[src/rtl/fir_reg_bank.sv]
// FIR register bank: coefficients, NSAMP, control FSM and read pipeline.
// Optional level interrupt enabled by defining FIR_REG_BANK_IRQ_EN.
module fir_reg_bank #(
  parameter int N_COEF = 32,
  parameter int DATA_W = 16,
  parameter int ERR_W  = 8
) (
  input  logic              PCLK,
  input  logic              PRESETn,
  input  logic [5:0]        p_address,
  input  logic [DATA_W-1:0] p_data,
  input  logic              p_wr,
  output logic [DATA_W-1:0] p_data_back,
  input  logic [4:0]        coef_idx,
  output logic [DATA_W-1:0] coef_out,
  output logic              start,
  output logic [DATA_W-1:0] num_samples,
  input  logic              core_done,
  output logic              irq
);

  typedef enum logic [1:0] {
    ST_IDLE,
    ST_RUN,
    ST_DONE
  } state_t;

  localparam logic [5:0] NC     = 6'(N_COEF);
  localparam logic [5:0] A_CTRL = 6'h20;
  localparam logic [5:0] A_DONE = 6'h21;
  localparam logic [5:0] A_PRAC = 6'h22;
  localparam logic [5:0] A_NSMP = 6'h23;
  localparam logic [5:0] A_ERR  = 6'h24;

  localparam logic [ERR_W-1:0] ERR_MAX = '1;

  state_t state_q;
  state_t state_d;

  logic [DATA_W-1:0] coef [N_COEF];
  logic [DATA_W-1:0] nsamp_q;
  logic [ERR_W-1:0]  err_q;
  logic              irq_en_q;
  logic              start_q;
  logic [DATA_W-1:0] rd_mux;
  logic [DATA_W-1:0] rd_q;
  logic [DATA_W-1:0] rd_out_q;

  logic is_coef;
  logic is_ctrl;
  logic is_done;
  logic is_prac;
  logic is_nsmp;
  logic is_err;
  logic wr_coef;
  logic wr_ctrl;
  logic wr_nsmp;
  logic wr_err;
  logic in_run;
  logic go_req;
  logic go_ok;
  logic blocked;

  assign is_coef = p_address < NC;
  assign is_ctrl = p_address == A_CTRL;
  assign is_done = p_address == A_DONE;
  assign is_prac = p_address == A_PRAC;
  assign is_nsmp = p_address == A_NSMP;
  assign is_err  = p_address == A_ERR;

  assign wr_coef = p_wr & is_coef;
  assign wr_ctrl = p_wr & is_ctrl;
  assign wr_nsmp = p_wr & is_nsmp;
  assign wr_err  = p_wr & is_err;

  assign in_run  = state_q == ST_RUN;
  assign go_req  = wr_ctrl & p_data[0];
  assign go_ok   = go_req & ~in_run;
  // a START seen in RUN is refused but still counted, even alongside core_done
  assign blocked = in_run & (wr_coef | wr_nsmp | go_req);

  always_ff @(posedge PCLK or negedge PRESETn) begin
    if (!PRESETn) begin
      state_q <= ST_IDLE;
    end else begin
      state_q <= state_d;
    end
  end

  always_comb begin
    state_d = state_q;
    unique case (state_q)
      ST_IDLE,
      ST_DONE: begin
        if (go_ok) state_d = ST_RUN;
      end
      ST_RUN: begin
        if (core_done) state_d = ST_DONE;
      end
      default: state_d = ST_IDLE;
    endcase
  end

  always_ff @(posedge PCLK or negedge PRESETn) begin
    if (!PRESETn) begin
      start_q <= 1'b0;
    end else begin
      start_q <= go_ok;
    end
  end

  always_ff @(posedge PCLK or negedge PRESETn) begin
    if (!PRESETn) begin
      for (int i = 0; i < N_COEF; i++) begin
        coef[i] <= '0;
      end
    end else if (wr_coef && !in_run) begin
      coef[p_address[4:0]] <= p_data;
    end
  end

  always_ff @(posedge PCLK or negedge PRESETn) begin
    if (!PRESETn) begin
      nsamp_q <= '0;
    end else if (wr_nsmp && !in_run) begin
      nsamp_q <= p_data;
    end
  end

  always_ff @(posedge PCLK or negedge PRESETn) begin
    if (!PRESETn) begin
      err_q <= '0;
    end else if (wr_err) begin
      err_q <= '0;
    end else if (blocked && err_q != ERR_MAX) begin
      err_q <= err_q + 1'b1;
    end
  end

`ifdef FIR_REG_BANK_IRQ_EN
  logic irq_en_d;
  logic irq_q;

  assign irq_en_d = wr_ctrl ? p_data[1] : irq_en_q;

  always_ff @(posedge PCLK or negedge PRESETn) begin
    if (!PRESETn) begin
      irq_en_q <= 1'b0;
      irq_q    <= 1'b0;
    end else begin
      irq_en_q <= irq_en_d;
      irq_q    <= irq_en_d & (state_q == ST_DONE) & ~go_ok;
    end
  end

  assign irq = irq_q;
`else
  assign irq_en_q = 1'b0;
  assign irq      = 1'b0;
`endif

  always_comb begin
    rd_mux = '0;
    unique case (1'b1)
      is_coef: rd_mux = coef[p_address[4:0]];
      is_ctrl: rd_mux[1] = irq_en_q;
      is_done: rd_mux[0] = state_q == ST_DONE;
      is_prac: rd_mux[0] = state_q == ST_RUN;
      is_nsmp: rd_mux = nsamp_q;
      is_err:  rd_mux[ERR_W-1:0] = err_q;
      default: rd_mux = '0;
    endcase
  end

  always_ff @(posedge PCLK or negedge PRESETn) begin
    if (!PRESETn) begin
      rd_q     <= '0;
      rd_out_q <= '0;
    end else begin
      rd_q     <= rd_mux;
      rd_out_q <= rd_q;
    end
  end

  always_comb begin
    coef_out = '0;
    if ({1'b0, coef_idx} < NC) coef_out = coef[coef_idx];
  end

  assign p_data_back = rd_out_q;
  assign start       = start_q;
  assign num_samples = nsamp_q;

endmodule

[config.mk]
export PLATFORM = sky130hd
export DESIGN_NAME = fir_reg_bank
export DESIGN_NICKNAME = d
export VERILOG_FILES = /design/src/rtl/fir_reg_bank.sv
export SDC_FILE = /design/constraint.sdc
export NUM_CORES = 1
export LEC_CHECK = 0
export CORE_ASPECT_RATIO = 1.2
export CORE_MARGIN = 2
export CORE_UTILIZATION = 55
export CTS_CLUSTER_DIAMETER = 80
export DETAILED_ROUTE_END_ITERATION = 7
export HOLD_SLACK_MARGIN = 0.1
export PLACE_DENSITY = 0.69
export SYNTH_ARGS = -nofsm -noshare
export SYNTH_HDL_FRONTEND = slang
export SYNTH_SLANG_ARGS = --single-unit
export TNS_END_PERCENT = 20
[constraint.sdc]
create_clock -name PCLK -period 7 [get_ports PCLK]
set_clock_uncertainty 0.1 [all_clocks]
set_input_delay 1.4 -clock PCLK [delete_from_list [all_inputs] [get_ports PCLK]]
set_output_delay 1.4 -clock PCLK [all_outputs]
set_load 0.1 [all_outputs]
==> impl_metrics.yaml <==
status:
  outcome: "completed"
worst_setup_path:
  crit_required_ps: 5500
  cp-start-kind: "input port"
  critPathSlowestCell: "buf_6"
  cp_max_fo: 64
  cp_cell_sequence: "buf_6 -> buf_4 -> mux4_2 -> mux4_2 -> mux2_2 -> buf_4"
  crit_path_end_kind: "primary output"
  slowest_delay_ps: 590
  cp.arrival_ps: 4100
  worst-path-buf-inv: 3
  cpLargestDelayFamily: "buffers and inverters"
  critPathKind: "in -> out"
synth:
  syn_area_um2: 29800
  yosys-top-cells-area: "dfrtp_1, mux2_2, mux4_2"
  yosys_warnings: 0
  synth_most_common_cell: "dfrtp_1"
  ys_top_cells_by_count: "dfrtp_1, mux2_2, mux4_2"
  synth_edf_count: 0
  synthCells: 1924
  synth_top_area_share_pct: 48.0
  synth_top_area_cell: "dfrtp_1"
  yosys_register_bits: 571
  synthesis.nets: 1956
  ys_seq_area_share_pct: 48.0
  post_synth.cell_area_avg_um2: 15.5
  synth_async_sr_flop_share_pct: 100
  ys.flop_type: "dfrtp_1"
  synth_cell_types: 67
route:
  drtPass1Iterations: 7
  first_iter_violations: 1437
  drt_wl_total_um: 83400
  vias: 18200
  wire_per_inst_um: 30.9
  drc: 0
  viasPerCell: 6.74
  postRouteAntennaNets: 0
floorplan:
  dieArea_um2: 56000
  die_h_um: 259
  rows: 93
  core_area_um2: 53600
  io_pins: 81
  die_width_um: 216
  start_util_pct: 55.5
clocking:
  cts_tree: "yes"
  postCtsSetupRepairBufs: 0
  cts_hold_buf: 0
  cts_buffers: 58
  cts.repair.resized: 0
  clock_latency_ps: 620
  cts_max_path_buffers: 3
  clk_pin_slew_worst_paths_ps: 60
  clock_sinks: 571
  cts-root-buf: "clkbuf_16"
  htree_levels: 2
sta:
  setup_viol: 0
  rsz0062_at_grt: "no"
  fmax_ghz: 0.178
  min_period_ps: 5600
  holdWs_ps: 250
  setup_tns_ps: 0
  worst_pin_slew_ps: 1310
  finalHoldViolCount: 0
  finalMaxSlewViolations: 0
  fin_crit_sh_pct: 80.0
  relSlewSlack_pct: 12.2
placement:
  hpwl_um: 50800
  place.gp.congestion: 0.835
  portBuffers: 79
global_route:
  first_global_vias: 19400
  grt_max_degree: 142
  antenna_found_initial: 7
  groute.usage.overall_pct: 30.6
  grt_pass1_wl_um: 126000
  grt_overflow: 0
final_layout:
  area_growth_pct: 11.2
  drive_gt1_share_pct: 52.5
  nNetsFinal: 1966
worst_hold_path:
  hold_class: "reg -> reg"
power_and_ir_drop:
  ir_drop_uv: 203
  power_density_nw_per_um2: 274
  p_leak_nw: 14.7
job:
  cap_violations: 0
per-stage QoR:
stage               area, um2  worst slack, ps  power (mW)  util (%)  instances
floorplan               29800             2150        5.25         -       1924
global placement        31000             1520        5.69      57.8       2586
detailed placement      31000             1470        5.75      57.8       2586
CTS                     33100             1470        9.12      61.7       2694
global route            33100             1400        9.41      61.7       2695
finish                  33100             1400        9.07      61.7       2695
final cells by class:
type,count,area [um2]
inverter,4,15.0
clock inverter,27,345
sequential,571,14300
tap,712,891
clock buffer,81,1740
antenna,1,2.50
multi-input combinational,1167,14600
fill,4006,20500
timing repair buffer,132,1190
flip-flops by register name, indices dropped and copies added, names as in the netlist:
signal       cells
rd_q            16
state_q          2
err_q            8
num_samples     16
coef           512
p_data_back     16
start            1
worst register-to-register path, delay by kind of cell (launching register included):
kind,cells,cell delay [ps]
multiplexers,1,380
buffers and inverters,1,370
AND/OR/NAND/NOR,4,1530
flip-flops,1,420
kinds of logic (layout without fill, tap and decap cells):
kind of cell               after synthesis  after routing  synth area share (%)
AOI/OAI and AO/OA                      125            125                  2.97
xor gates and xnor gates                 6              6                 0.177
adders and majority gates                1              1                0.0420
buffers and inverters                  186            244                  2.98
DFF                                    571            571                  48.0
muxes                                  876            876                  43.0
other                                    1              2                0.0126
and+or+nand+nor                        158            158                  2.84
layout by cell type (no fill, tap or decap), types with 22 or more instances in the layout:
| master | Yosys | layout |
|---|---|---|
| clkbuf_16 | 0 | 61 |
| clkdlybuf4s50_1 | 0 | 54 |
| mux4_2 | 266 | 266 |
| nand2_1 | 51 | 51 |
| mux2_2 | 558 | 558 |
| nor2_1 | 25 | 22 |
| mux2i_1 | 52 | 52 |
| a21oi_1 | 23 | 23 |
| buf_4 | 12 | 65 |
| dfrtp_1 | 571 | 571 |
power by group:
group	internal (mW)	switching, mW	total [mW]
clock	2.02	1.35	3.37
combinational	0.835	0.858	1.69
sequential	3.71	0.299	4.01
final timing paths:
check                                       start                  endpoint  slack [ps]  cells after the start
setup / recovery                      coef_idx[1]              coef_out[10]        1400                      6
max in group asynchronous                 PRESETn     coef[444]$_DFFE_PN0P_        4340                      2
setup reg to reg           state_q[0]$_DFFE_PN0P_     coef[177]$_DFFE_PN0P_        4090                      6
hold reg to reg                 rd_q[4]$_DFF_PN0_  p_data_back[4]$_DFF_PN0_         250                      0
hold / removal                  rd_q[4]$_DFF_PN0_  p_data_back[4]$_DFF_PN0_         250                      0
min in group asynchronous                 PRESETn      coef[81]$_DFFE_PN0P_         700                      1
layer usage:
layer	vias up	wire (um)	share of wire, %	GRT usage [%]
met5	-	33	0.040	0
met2	673	40800	49	49.5
li1	7442	-	-	-
met3	209	5750	6.9	6.16
met4	6	3750	4.5	12.8
met1	9839	33000	40	41.0
Note: power is estimated with default switching activity, not from simulation.
